==> src/rtl/tk1_spi_flash_reader_pkg.sv <==
// Shared definitions for the tk1 SPI flash reader: register map, STATUS bits,
// FSM states, transfer phases and command opcodes.
package tk1_spi_flash_reader_pkg;

  localparam logic [7:0] RegCtrl   = 8'h00;
  localparam logic [7:0] RegStatus = 8'h01;
  localparam logic [7:0] RegAddr   = 8'h02;
  localparam logic [7:0] RegLen    = 8'h03;
  localparam logic [7:0] RegRdata  = 8'h04;

  localparam int unsigned CtrlStartBit = 0;
  localparam int unsigned CtrlAbortBit = 1;

  localparam int unsigned StatBusyBit  = 0;
  localparam int unsigned StatEmptyBit = 1;
  localparam int unsigned StatFullBit  = 2;
  localparam int unsigned StatErrBit   = 3;

  localparam logic [7:0] CmdFastRead = 8'h0B;

  typedef enum logic [2:0] {
    StIdle, StSsOn, StLoad, StStart, StWait, StStore, StSsOff, StDone
  } state_e;

  typedef enum logic [2:0] {
    PhCmd, PhA2, PhA1, PhA0, PhDummy, PhData
  } phase_e;

  function automatic phase_e next_phase(input phase_e ph, input logic fast);
    case (ph)
      PhCmd:   return PhA2;
      PhA2:    return PhA1;
      PhA1:    return PhA0;
      PhA0:    return fast ? PhDummy : PhData;
      default: return PhData;
    endcase
  endfunction

endpackage

==> src/rtl/tk1_spi_flash_fifo.sv <==
// Synchronous receive FIFO for the flash reader; first-word fall-through read port.
module tk1_spi_flash_fifo #(
  parameter int unsigned Depth = 16,
  parameter int unsigned Width = 8
) (
  input  logic             clk_i,
  input  logic             rst_ni,
  input  logic             push_i,
  input  logic [Width-1:0] wdata_i,
  input  logic             pop_i,
  output logic [Width-1:0] rdata_o,
  output logic             empty_o,
  output logic             full_o
);
  localparam int unsigned PtrW = $clog2(Depth);
  localparam int unsigned LvlW = PtrW + 1;

  logic [Width-1:0] mem_q [Depth];
  logic [PtrW-1:0]  wr_ptr_q, rd_ptr_q;
  logic [LvlW-1:0]  level_q;
  logic             do_push, do_pop;

  assign empty_o = (level_q == '0);
  assign full_o  = (level_q == LvlW'(Depth));
  assign do_pop  = pop_i & ~empty_o;
  // A pop frees the head slot in the same cycle, so a push may proceed while full.
  assign do_push = push_i & (~full_o | do_pop);
  assign rdata_o = mem_q[rd_ptr_q];

  always_ff @(posedge clk_i) begin
    if (do_push) mem_q[wr_ptr_q] <= wdata_i;
  end

  always_ff @(posedge clk_i) begin
    if (!rst_ni) begin
      wr_ptr_q <= '0;
      rd_ptr_q <= '0;
      level_q  <= '0;
    end else begin
      if (do_push) wr_ptr_q <= wr_ptr_q + PtrW'(1);
      if (do_pop)  rd_ptr_q <= rd_ptr_q + PtrW'(1);
      if (do_push && !do_pop)      level_q <= level_q + LvlW'(1);
      else if (do_pop && !do_push) level_q <= level_q - LvlW'(1);
    end
  end

endmodule

==> src/rtl/tk1_spi_flash_reader.sv <==
// Firmware-driven SPI flash bulk reader: sequences the tk1 SPI master and buffers rx bytes.
// Define TK1_SPI_FLASH_FAST_READ_EN for the 0x0B command with one dummy phase.
module tk1_spi_flash_reader
  import tk1_spi_flash_reader_pkg::*;
#(
  parameter int unsigned FIFO_DEPTH = 16,
  parameter logic [7:0]  CMD_READ   = 8'h03,
  parameter logic [7:0]  DUMMY_BYTE = 8'h00
) (
  input  logic        clk,
  input  logic        reset_n,
  input  logic        fw_app_mode,
  input  logic        cs,
  input  logic        we,
  input  logic [7:0]  address,
  input  logic [31:0] write_data,
  output logic [31:0] read_data,
  output logic        ready,
  output logic        spi_enable,
  output logic        spi_enable_vld,
  output logic [7:0]  spi_tx_data,
  output logic        spi_tx_data_vld,
  output logic        spi_start,
  input  logic [7:0]  spi_rx_data,
  input  logic        spi_ready,
  output logic        done_irq
);
`ifdef TK1_SPI_FLASH_FAST_READ_EN
  localparam logic FastRead = 1'b1;
`else
  localparam logic FastRead = 1'b0;
`endif
  localparam logic [7:0] Cmd = FastRead ? CmdFastRead : CMD_READ;

  state_e      state_q, state_d;
  phase_e      phase_q, phase_d;
  logic [15:0] cnt_q, cnt_d;
  logic [23:0] addr_q;
  logic [15:0] len_q;
  logic        err_q, abort_q, abort_d, skip_q, skip_d;

  logic        api_wr, api_rd, start_req, abort_req, abort_now, busy;
  logic        fifo_push, fifo_pop, pop_empty, fifo_empty, fifo_full;
  logic [7:0]  fifo_rdata, phase_byte;
  logic [3:0]  status;
  logic        unused_wdata;

  assign unused_wdata = ^write_data[31:24];
  assign ready     = cs;
  assign api_wr    = cs & we & ~fw_app_mode;
  assign api_rd    = cs & ~we & ~fw_app_mode;
  assign start_req = api_wr && (address == RegCtrl) && write_data[CtrlStartBit];
  assign abort_req = api_wr && (address == RegCtrl) && write_data[CtrlAbortBit];
  assign busy      = (state_q != StIdle) && (state_q != StDone);
  assign abort_now = abort_q | abort_req;
  assign fifo_pop  = api_rd && (address == RegRdata) && !fifo_empty;
  assign pop_empty = api_rd && (address == RegRdata) && fifo_empty;

  tk1_spi_flash_fifo #(
    .Depth (FIFO_DEPTH),
    .Width (8)
  ) u_fifo (
    .clk_i   (clk),
    .rst_ni  (reset_n),
    .push_i  (fifo_push),
    .wdata_i (spi_rx_data),
    .pop_i   (fifo_pop),
    .rdata_o (fifo_rdata),
    .empty_o (fifo_empty),
    .full_o  (fifo_full)
  );

  always_comb begin
    case (phase_q)
      PhCmd:   phase_byte = Cmd;
      PhA2:    phase_byte = addr_q[23:16];
      PhA1:    phase_byte = addr_q[15:8];
      PhA0:    phase_byte = addr_q[7:0];
      default: phase_byte = DUMMY_BYTE;
    endcase
  end

  always_comb begin
    state_d         = state_q;
    phase_d         = phase_q;
    cnt_d           = cnt_q;
    abort_d         = abort_q | (abort_req & busy);
    skip_d          = 1'b0;
    spi_enable      = 1'b0;
    spi_enable_vld  = 1'b0;
    spi_tx_data     = 8'h00;
    spi_tx_data_vld = 1'b0;
    spi_start       = 1'b0;
    done_irq        = 1'b0;
    fifo_push       = 1'b0;
    unique case (state_q)
      StIdle, StDone: begin
        done_irq = (state_q == StDone);
        state_d  = StIdle;
        abort_d  = 1'b0;
        if (start_req) begin
          phase_d = PhCmd;
          cnt_d   = len_q;
          state_d = (len_q == 16'd0) ? StDone : StSsOn;
        end
      end
      StSsOn: begin
        spi_enable     = 1'b1;
        spi_enable_vld = 1'b1;
        state_d        = StLoad;
      end
      StLoad: begin
        spi_tx_data     = phase_byte;
        spi_tx_data_vld = 1'b1;
        state_d         = abort_now ? StSsOff : StStart;
      end
      StStart: begin
        if (abort_now) begin
          state_d = StSsOff;
        end else begin
          spi_start = 1'b1;
          skip_d    = 1'b1;
          state_d   = StWait;
        end
      end
      StWait: begin
        // spi_ready may still show idle on the cycle right after the start strobe.
        if (!skip_q && spi_ready) state_d = StStore;
      end
      StStore: begin
        if (phase_q == PhData) begin
          if (!fifo_full) begin
            fifo_push = 1'b1;
            cnt_d     = cnt_q - 16'd1;
            state_d   = ((cnt_q == 16'd1) || abort_now) ? StSsOff : StLoad;
          end else if (abort_now) begin
            state_d = StSsOff;
          end
        end else begin
          phase_d = next_phase(phase_q, FastRead);
          state_d = abort_now ? StSsOff : StLoad;
        end
      end
      StSsOff: begin
        spi_enable_vld = 1'b1;
        state_d        = StDone;
      end
      default: state_d = StIdle;
    endcase
  end

  always_comb begin
    status               = '0;
    status[StatBusyBit]  = busy;
    status[StatEmptyBit] = fifo_empty;
    status[StatFullBit]  = fifo_full;
    status[StatErrBit]   = err_q;
    read_data            = '0;
    if (api_rd) begin
      case (address)
        RegStatus: read_data = {28'h0, status};
        RegAddr:   read_data = {8'h0, addr_q};
        RegLen:    read_data = {16'h0, len_q};
        RegRdata:  read_data = fifo_empty ? 32'h0 : {24'h0, fifo_rdata};
        default:   read_data = '0;
      endcase
    end
  end

  always_ff @(posedge clk) begin
    if (!reset_n) begin
      state_q <= StIdle;
      phase_q <= PhCmd;
      cnt_q   <= '0;
      addr_q  <= '0;
      len_q   <= '0;
      err_q   <= 1'b0;
      abort_q <= 1'b0;
      skip_q  <= 1'b0;
    end else begin
      state_q <= state_d;
      phase_q <= phase_d;
      cnt_q   <= cnt_d;
      abort_q <= abort_d;
      skip_q  <= skip_d;
      if (api_wr && (address == RegAddr) && !busy) addr_q <= write_data[23:0];
      if (api_wr && (address == RegLen) && !busy)  len_q  <= write_data[15:0];
      if (api_wr && (address == RegStatus))            err_q <= 1'b0;
      else if ((start_req && busy) || pop_empty)       err_q <= 1'b1;
    end
  end

endmodule

==> config.mk <==
export PLATFORM = sky130hd
export DESIGN_NAME = tk1_spi_flash_reader
export DESIGN_NICKNAME = d
export VERILOG_FILES = /design/src/rtl/tk1_spi_flash_reader_pkg.sv /design/src/rtl/tk1_spi_flash_fifo.sv /design/src/rtl/tk1_spi_flash_reader.sv
export SDC_FILE = /design/constraint.sdc
export NUM_CORES = 1
export LEC_CHECK = 0
export ABC_AREA = 1
export BUFFER_PORTS_ARGS = -buffer_cell sky130_fd_sc_hd__clkbuf_2
export CORE_ASPECT_RATIO = 1.4
export CORE_UTILIZATION = 50
export CTS_CLUSTER_SIZE = 16
export DETAILED_ROUTE_END_ITERATION = 16
export GPL_TIMING_DRIVEN = 0
export PLACE_DENSITY = 0.69
export SETUP_SLACK_MARGIN = 0.5
export SLEW_MARGIN = 20
export SYNTH_ARGS = -nofsm -noshare
export SYNTH_HDL_FRONTEND = slang
export SYNTH_SLANG_ARGS = --single-unit
==> constraint.sdc <==
create_clock -name clk -period 2.85 [get_ports clk]
set_input_delay 0.57 -clock clk [delete_from_list [all_inputs] [get_ports clk]]
set_output_delay 0.57 -clock clk [all_outputs]
set_load 0.02 [all_outputs]
## Yosys cells after proc, flatten, opt, wreduce, memory -nomap -nowiden

Memory sizes are Yosys's and may differ from the RTL's. A register that Yosys moved wholly into a read port is not among the register bits.
Index checks and enable logic that the tools add are counted.
W data, S select, Z words.

- $add $sub $neg: 5
- Eq/ne operators: 24
- Muxes and demuxes: 39
- Bitwise operators: 15
- Reductions and logical operators: 38

Operators by type and width:

| cell | number |
|---|---|
| $pmux W24 S4 | 1 |
| $mux W16 | 3 |
| $mux W3 | 11 |
| $pmux W16 S2 | 1 |
| $pmux W8 S4 | 1 |
| $mux W24 | 1 |
| $pmux W3 S7 | 1 |
| $eq A16 B1 Y1 const B | 1 |
| $eq A8 B2 Y1 const B | 2 |
| $logic_and A1 B1 Y1 | 16 |
| $logic_not A16 Y1 | 1 |
| $mux W8 | 2 |
| $sub A16 B1 Y16 const B | 1 |
| $eq A3 B3 Y1 const B | 5 |
| $eq A3 B2 Y1 const B | 4 |
| $mux W1 | 11 |
| $mux W5 | 2 |
| $ne A2 B2 Y1 const B | 5 |
| $pmux W3 S3 | 1 |
| $add A4 B1 Y4 const B | 2 |
| $eq A8 B1 Y1 const B | 1 |
| $eq A8 B3 Y1 const B | 1 |
| $logic_not A8 Y1 | 1 |
| $mux W4 | 2 |
| other kinds (22) | 44 |

- Register bits: 78
- Memory bits (writable): 128
- Input port bits: 54
- Output and inout port bits: 46
- Logic and storage cells: 133
- Memories kept: 1

Memories:

| memory | depth | bits a word | read ports | clocked after memory_dff | wr ports | line | RTL |
|---|---|---|---|---|---|---|---|
| u_fifo.mem_q | 16 | 8 | 1 | 1 | 1 | tk1_spi_flash_fifo.sv:18 | `logic [Width-1:0] mem_q [Depth];` |

## Longest topological paths before layout

Gate-level depths: netlist of run 1.

- Depth in word-level cells: 12
- Mapped depth: 16
- Mapped depth without buffers: 16

## Hierarchy

From an unflattened synthesis of run 1, not the netlist that was laid out.

- Cells, all modules: 1,209
- Area, all modules: 10,246.1 um^2

By module, submodules not included:

| module | times used | cells an instance | area each (um^2) | seq. area each (um^2) |
|---|---|---|---|---|
| tk1_spi_flash_fifo | 1 | 588 | 6,278.5 | 4,184.0 |
| tk1_spi_flash_reader | 1 | 621 | 3,967.6 | 1,301.2 |

## Least setup slack after synthesis of run 1

No wires, ideal clock.

- Path type: input -> register
- From: in address[5]
- To: reg u_fifo.level_q[4]
- Setup time: 0.113 ns
- Arrival time: 2.385 ns
- Data required time: 2.737 ns
- Slack: 0.352 ns
- Stages on the path: 15
- Buffers on the path: 0
- Cell sequence: nor2_1 nand2_1 inv_2 nand2_1 nor2_4 nand2_1 ha_1 inv_1 ha_1 a21oi_1 nand2_1 a21oi_1 o21ai_0 nor2_1 nor2_1

- Word-level cells in the longest chain between the ends: 9
- Elaborated cells on any way between the ends: 12
- Those cells by class: eq/ne: 1; mux: 1; bitwise: 3; reduce/logical: 7

Ends and longest elaborated chain:

| what | line | RTL |
|---|---|---|
| start, declared | tk1_spi_flash_reader.sv:15 | `input logic [7:0] address,` |
| $eq A8 B3 Y1 * | tk1_spi_flash_reader.sv:56 | `assign fifo_pop = api_rd && (address == RegRdata) && !fifo_empty;` |
| $logic_and A1 B1 Y1 * (2 in series) | tk1_spi_flash_reader.sv:56 |  |
| $and A1 B1 Y1 * | tk1_spi_flash_fifo.sv:25 | `assign do_pop = pop_i & ~empty_o;` |
| $or A1 B1 Y1 | tk1_spi_flash_fifo.sv:27 | `assign do_push = push_i & (~full_o \| do_pop);` |
| $and A1 B1 Y1 | tk1_spi_flash_fifo.sv:27 |  |
| $logic_not A1 Y1 | tk1_spi_flash_fifo.sv:43 | `else if (do_pop && !do_push) level_q <= level_q - LvlW'(1);` |
| $logic_and A1 B1 Y1 | tk1_spi_flash_fifo.sv:43 |  |
| $reduce_bool A2 Y1 (no source line) | n/a |  |
| end signal, assigned | tk1_spi_flash_fifo.sv:42 | `if (do_push && !do_pop) level_q <= level_q + LvlW'(1);` |
| end signal, assigned | tk1_spi_flash_fifo.sv:43 |  |
| end, declared | tk1_spi_flash_fifo.sv:20 | `logic [LvlW-1:0] level_q;` |

Every way passes the cells marked *; elsewhere a longest branch is shown, timed or not.
A chain may end at the register's enable or synchronous reset.

==> flow_metrics.env, run 1 <==
export IMPL_wire_per_inst_um=19.8
export IMPL_cts_clk_slew_worst_paths_ns=0.07
export IMPL_synth_top_family_by_area="simple AND/OR/NAND/NOR gates"
export IMPL_fin_nets=1479
export IMPL_synth_xor_xnor_area_share=0.00942
export IMPL_crit_path_cell_trace="buf_12, buf_12, nand2_1, nand2_2, nand2_1, nand3_1, nand2_1, nand2_1, nand3_2, a21oi_2, buf_6"
export IMPL_cp_endpoint="read_data[7]"
export IMPL_r2r_slack_ns=0.46
export IMPL_wl_um=33300
export IMPL_antennaDiodeCount=0
export IMPL_overflow=0
export IMPL_io_buffers=83
export IMPL_cpMostUsedCell="nand2_1"
export IMPL_hold_buffers=0
export IMPL_synth_area_leader_cell="edfxtp_1"
export IMPL_die_width_um=123
export IMPL_seq_area_um2=5500
export IMPL_cp_top_family="simple AND/OR/NAND/NOR gates"
export IMPL_ant_nets=0
export IMPL_critPathKind="register to output port"
export IMPL_htreeDepth=1
export IMPL_clock_path_buffers=3
export IMPL_tritoncts="yes"
export IMPL_dieArea_um2=21000
export IMPL_dpl_cell_area_um2=11000
export IMPL_leakage_nw=5.67
export IMPL_clock_skew_final_ns=0.0160
export IMPL_cp_end_kind="output port"
export IMPL_synth_main_ff_cell="edfxtp_1"
export IMPL_critPathLaunchType="register"
export IMPL_reg2reg_depth=16
export IMPL_ys_async_sr_fraction=0
export IMPL_crit_fanout=7
export IMPL_period_share=0.937
export IMPL_clockRootBuffer="clkbuf_16"
export IMPL_yosysMostFrequentCell="nand2_1"
export IMPL_vias=9188
export IMPL_grt_pass1_wl_um=47900
export IMPL_tightestPinTransition_ns=0.841
export IMPL_fmax_mhz=375
export IMPL_synth_compound_area_frac=0.0906
export IMPL_layout_drive_gt1_share=0.249
export IMPL_viasPerCell=5.47
export IMPL_setup_violations=0
export IMPL_ys_warn_count=0
export IMPL_utilization=0.671
export IMPL_gp_congestion=0.959
export IMPL_peakVddDrop_uv=497
export IMPL_r2r_start="u_fifo.level_q[0]$_SDFFE_PN0P_"
export IMPL_synth_seq_cells=210
export IMPL_antenna_found_initial=0
export IMPL_slowest_delay_ns=0.42
export IMPL_required_ns=2.28
export IMPL_drv_slew=0
export IMPL_worst_ep_arrival_time_ns=2.10
export IMPL_grt_usage=0.310
export IMPL_insertion_delay_ns=0.51
export IMPL_grt_max_degree=17
export IMPL_period_needed_ns=2.67
export IMPL_first_global_vias=8685
export IMPL_multi_input_area_um2=4410
export IMPL_relSlewSlack=0.438
export IMPL_cts_buffers=21
export IMPL_timing_rr_end="u_fifo.level_q[4]$_SDFFE_PN0P_"
export IMPL_ys_types=43
export IMPL_synth_edf_count=128
export IMPL_outcome="completed"
export IMPL_drt_first_pass_iters=7
export IMPL_ys_top_cells_by_count="302 x nand2_1, 190 x inv_1, 133 x nand3_1"
export IMPL_synthAdderAreaFrac=0.0154
export IMPL_ys_top_cells_by_area="edfxtp_1 38%, dfxtp_1 16%, nand2_1 11%"
export IMPL_netlist_area_um2=10200
export IMPL_finalHoldViolCount=0
export IMPL_powerDensity_nw_per_um2=463
export IMPL_rsz0062_at_grt="true"
export IMPL_seq_area_frac_synth=0.537
export IMPL_drc=0
export IMPL_synth_simple_area_share=0.243
export IMPL_finalPower_w=0.00619
export IMPL_path_depth=11
export IMPL_syn_inst=1254
export IMPL_syn_area_per_cell_um2=8.15
export IMPL_ioPinCount=100
export IMPL_dieHeight_um=171
export IMPL_cp_buffers_inverters=3
export IMPL_area_growth_pct=30.8
export IMPL_hp_class="input pin to register"
export IMPL_synth_mux_area_frac=0.00294
export IMPL_dp_final_hpwl_um=22800
export IMPL_start_util=0.513
export IMPL_final_cell_area_um2=13400
export IMPL_core_rowCount=61
export IMPL_fill_cells=1594
export IMPL_core_area_um2=19900
export IMPL_crit_path_top_delay_cell="dfxtp_4"
export IMPL_netlist_area_leader_share=0.376
export IMPL_drt_iter0_markers=759
export IMPL_cts_sinks=210
export IMPL_maxCapViolations=0
[worst min-delay path, delay by kind of cell]
| family | cells | cell delay (ns) |
|---|---|---|
| compound gates | 2 | 0.17 |
| buf+inv | 1 | 0.07 |
[kinds of logic (layout without fill, tap and decap cells)]
family | Yosys count | count (layout)
and+or+nand+nor | 581 | 582
muxes | 3 | 3
AOI/OAI and AO/OA | 180 | 180
buffers and inverters | 256 | 421
xor gates and xnor gates | 11 | 11
DFF | 210 | 210
adders and majority gates | 12 | 12
other | 1 | 8
[metal layers]
metal  vias up  GRT usage  share of wire
met5         -          0              0
met4         0      0.178          0.067
met3       130     0.0365          0.047
met2       352      0.573           0.52
met1      4329      0.336           0.36
li1       4377          -              -
[what timing repair did]
item,in CTS,in global routing
pin swaps,24,56
endpoints found under the setup margin,166,133
cloned,2,4
gates resized for setup,222,115
setup buffers,21,19
[power breakdown]
group	internal [W]	switching (W)	leakage, nW
combinational	0.0000668	0.000134	3.52
sequential	0.00321	0.000000436	1.81
clock	0.00159	0.00119	0.335
[state kept, by name (all words and copies together) (netlist names), 3 cells and up, named ones only]
name	cells
addr_q	24
cnt_q	16
len_q	16
phase_q	3
state_q	3
u_fifo.level_q	5
u_fifo.mem_q	128
u_fifo.rd_ptr_q	4
u_fifo.wr_ptr_q	4
[final cells by class]
| class | instances | share of cell area |
|---|---|---|
| buffer | 59 | 0.0442 |
| clock buffer | 28 | 0.0451 |
| clock inverter | 9 | 0.00618 |
| inverter | 197 | 0.0595 |
| multi-input combinational | 796 | 0.330 |
| sequential | 210 | 0.412 |
| tap | 252 | 0.0236 |
| timing repair buffer | 128 | 0.0798 |
[per-stage QoR]
stage	hold slack, ns	setup slack [ns]	instances	TNS (ns)
finish	0.343	0.180	1679	0
global route	0.359	0.126	1679	0
CTS	0.337	0.208	1656	0
detailed placement	0.465	-0.0385	1596	-0.0539
global placement	0.463	-0.0539	1596	-0.0792
floorplan	0.434	0.503	1261	0
[how the worst min path moves through the flow]
stage | depth (start not counted) | from | endpoint
5_1_grt | 3 | write_data[23] | addr_q[23]$_SDFFE_PN0P_
4_1_cts | 3 | write_data[23] | addr_q[23]$_SDFFE_PN0P_
6_report | 3 | write_data[23] | addr_q[23]$_SDFFE_PN0P_
3_5_place_dp | 2 | addr_q[12]$_SDFFE_PN0P_ | addr_q[12]$_SDFFE_PN0P_
3_3_place_gp | 2 | addr_q[21]$_SDFFE_PN0P_ | addr_q[21]$_SDFFE_PN0P_
2_1_floorplan | 2 | addr_q[8]$_SDFFE_PN0P_ | addr_q[8]$_SDFFE_PN0P_
[layout by cell type, fill, tap and decap left out, types with 14 or more instances in the layout]
master     count
clkbuf_16     31
buf_4         50
nand2_1      283
buf_6         19
dfxtp_1       74
nand2_2       14
nand3_2       40
clkbuf_2      57
nor2_1        95
nand3_1       89
edfxtp_1     128
o21ai_0       69
inv_1        179
clkbuf_1      15
buf_8         15
a21oi_1       74
(Power assumes the default switching activity.)
==> run 2, diff against run 1 <==
--- a/config.mk
+++ b/config.mk
@@ -12,6 +12,7 @@
 export CTS_CLUSTER_SIZE = 16
 export DETAILED_ROUTE_END_ITERATION = 16
 export GPL_TIMING_DRIVEN = 0
+export MAX_ROUTING_LAYER = met4
 export PLACE_DENSITY = 0.69
 export SETUP_SLACK_MARGIN = 0.5
 export SLEW_MARGIN = 20
==> run 2 against run 1 <==
Wire length is 1.1% lower; sequential share of layout area is 0.51 points higher; critical path depth is 1 lower; sequential cell count stayed put; via count is 0.28% higher; core utilization is 0.89 points lower; count of clock-buffer cells in the layout is 3 lower; sequential power hardly changed; clock skew is 0.0023 ns higher; fmax is 1.5% higher; clock power is 3% higher.
==> flow_metrics.env, run 2 (synthesized netlist as in run 1, its figures left out) <==
export IMPL_outcome="completed"
export IMPL_cpMostUsedCell="nand2_1"
export IMPL_insertion_delay_ns=0.51
export IMPL_first_global_vias=8819
export IMPL_antennaDiodeCount=0
export IMPL_dieArea_um2=21000
export IMPL_critPathKind="register to output port"
export IMPL_core_rowCount=61
export IMPL_regMostFlops="u_fifo.mem_q"
export IMPL_setup_violations=0
export IMPL_crit_path_cell_trace="buf_12, buf_8, nand2_1, nand3_1, nand3_1, nand2_1, nand2_1, nand3_2, a21oi_2, buf_6"
export IMPL_wl_um=33000
export IMPL_required_ns=2.28
export IMPL_dp_final_hpwl_um=22800
export IMPL_layout_drive_gt1_share=0.247
export IMPL_grt_max_degree=17
export IMPL_fmax_mhz=380
export IMPL_final_common_cell="nand2_1"
export IMPL_tightestPinTransition_ns=0.833
export IMPL_period_share=0.923
export IMPL_critPathLaunchType="register"
export IMPL_area_growth_pct=29.1
export IMPL_period_needed_ns=2.63
export IMPL_worst_ep_arrival_time_ns=2.06
export IMPL_core_area_um2=19900
export IMPL_largest_register_ffs=128
export IMPL_antenna_found_initial=0
export IMPL_relSlewSlack=0.443
export IMPL_clock_path_buffers=3
export IMPL_min_to="addr_q[21]$_SDFFE_PN0P_"
export IMPL_fin_ws_ns=0.219
export IMPL_utilization=0.662
export IMPL_drt_iter0_markers=718
export IMPL_final_cell_mix="273 x nand2_1, 182 x inv_1, 128 x edfxtp_1"
export IMPL_drv_slew=0
export IMPL_cts_sinks=210
export IMPL_reg2reg_depth=15
export IMPL_grt_pass1_wl_um=48900
export IMPL_reg_top3="u_fifo.mem_q: 128 flops, addr_q: 24 flops"
export IMPL_cp_end_kind="output port"
export IMPL_tritoncts="yes"
export IMPL_hold_buffers=0
export IMPL_cts_clk_slew_worst_paths_ns=0.06
export IMPL_ant_nets=0
export IMPL_gp_congestion=0.987
export IMPL_drc=0
export IMPL_multi_input_area_um2=4380
export IMPL_rsz0062_at_grt="true"
export IMPL_finalHoldViolCount=0
export IMPL_leakage_nw=5.55
export IMPL_switching_share=0.210
export IMPL_io_buffers=83
export IMPL_maxCapViolations=0
export IMPL_cp_top_family="simple AND/OR/NAND/NOR gates"
export IMPL_powerDensity_nw_per_um2=475
export IMPL_overflow=0
export IMPL_ioPinCount=100
export IMPL_vias=9214
export IMPL_p_clk_frac=0.457
export IMPL_clockRootBuffer="clkbuf_16"
export IMPL_crit_fanout=10
export IMPL_wire_per_inst_um=19.8
export IMPL_fill_cells=1669
export IMPL_fin_nets=1465
export IMPL_drt_first_pass_iters=6
export IMPL_p_sw_w=0.00132
export IMPL_clock_skew_final_ns=0.0183
export IMPL_hp_class="input pin to register"
export IMPL_viasPerCell=5.53
export IMPL_slowest_delay_ns=0.38
export IMPL_seq_area_um2=5500
export IMPL_p_comb_frac=0.030
export IMPL_crit_path_top_delay_cell="dfxtp_4"
export IMPL_start_util=0.513
export IMPL_r2r_slack_ns=0.54
export IMPL_internal_power_w=0.00495
export IMPL_r2r_start="u_fifo.level_q[3]$_SDFFE_PN0P_"
export IMPL_cp_buffers_inverters=3
export IMPL_grt_usage=0.325
export IMPL_die_width_um=123
export IMPL_timing_rr_end="u_fifo.level_q[4]$_SDFFE_PN0P_"
export IMPL_seqPwrFrac=0.512
export IMPL_dieHeight_um=171
export IMPL_peakVddDrop_uv=474
export IMPL_min_from="write_data[21]"
export IMPL_min_path_cells=3
export IMPL_htreeDepth=1
export IMPL_cts_buffers=21
export IMPL_place_ws_ns=-0.0263
## run 2: worst max path at each step
stage | endpoint | slack (ns) | cells after the start | from
2_1_floorplan | u_fifo.level_q[4]$_SDFFE_PN0P_ | 0.50 | 15 | address[4]
3_3_place_gp | read_data[6] | -0.03 | 9 | register
3_5_place_dp | read_data[6] | -0.03 | 9 | register
4_1_cts | read_data[6] | 0.19 | 10 | register
5_1_grt | read_data[6] | 0.16 | 11 | register
6_report | read_data[0] | 0.22 | 10 | register
## run 2: worst register-to-register path: stages, from the launching register on
cell and delay (ns):
dfxtp_2 0.35, nor2_2 0.15, nand3_2 0.11, nor2_4 0.23, nor2_4 0.10, nand2_2 0.12, ha_2 0.20, inv_4 0.06
fa_2 0.35, nand3_1 0.08, nand2_1 0.07, a21oi_1 0.12, o21ai_1 0.09, nand2_1 0.07, nand2_1 0.04, nor2_1 0.10
## run 2: per-layer routing
| metal | up-vias | global-route usage | routed length, µm |
|---|---|---|---|
| met2 | 377 | 0.577 | 17100 |
| met1 | 4355 | 0.344 | 11800 |
| li1 | 4346 | - | - |
| met3 | 136 | 0.0371 | 1760 |
| met4 | 0 | 0.190 | 2260 |
| met5 | - | - | 0 |
## run 2: cell type report
type | count | share of cell area
Timing Repair Buffer | 114 | 0.0690
Tap cell | 252 | 0.0239
Buffer | 59 | 0.0459
Clock inverter | 12 | 0.0108
Clock buffer | 25 | 0.0425
Inverter | 197 | 0.0594
Multi-Input combinational cell | 796 | 0.332
Sequential cell | 210 | 0.417
## run 2: what timing repair did
| item | in CTS | in global routing |
|---|---|---|
| setup endpoints to repair | 166 | 64 |
| gates cloned | 4 | 3 |
| resized for setup | 209 | 110 |
| pin swaps | 16 | 43 |
| buffers inserted | 22 | 3 |
## run 2: stage by stage
step / std cells / total power (W) / cell area (µm²) / TNS, ns / hold slack, ns
2_1_floorplan: 1261 / 0.00334 / 10300 / 0 / 0.434
4_1_cts: 1659 / 0.00628 / 12700 / 0 / 0.342
5_1_grt: 1665 / 0.00642 / 13200 / 0 / 0.364
3_5_place_dp: 1596 / 0.00344 / 11000 / -0.0263 / 0.469
6_report: 1665 / 0.00627 / 13200 / 0 / 0.348
3_3_place_gp: 1596 / 0.00344 / 11000 / -0.0320 / 0.463
## run 2: power by group through the flow
| stage | registers [W] | clock network (W) | logic, W |
|---|---|---|---|
| floorplan | 0.00328 | 0 | 0.0000608 |
| global placement | 0.00328 | 0 | 0.000158 |
| detailed placement | 0.00328 | 0 | 0.000159 |
| CTS | 0.00321 | 0.00289 | 0.000181 |
| global route | 0.00321 | 0.00300 | 0.000201 |
| finish | 0.00321 | 0.00287 | 0.000189 |
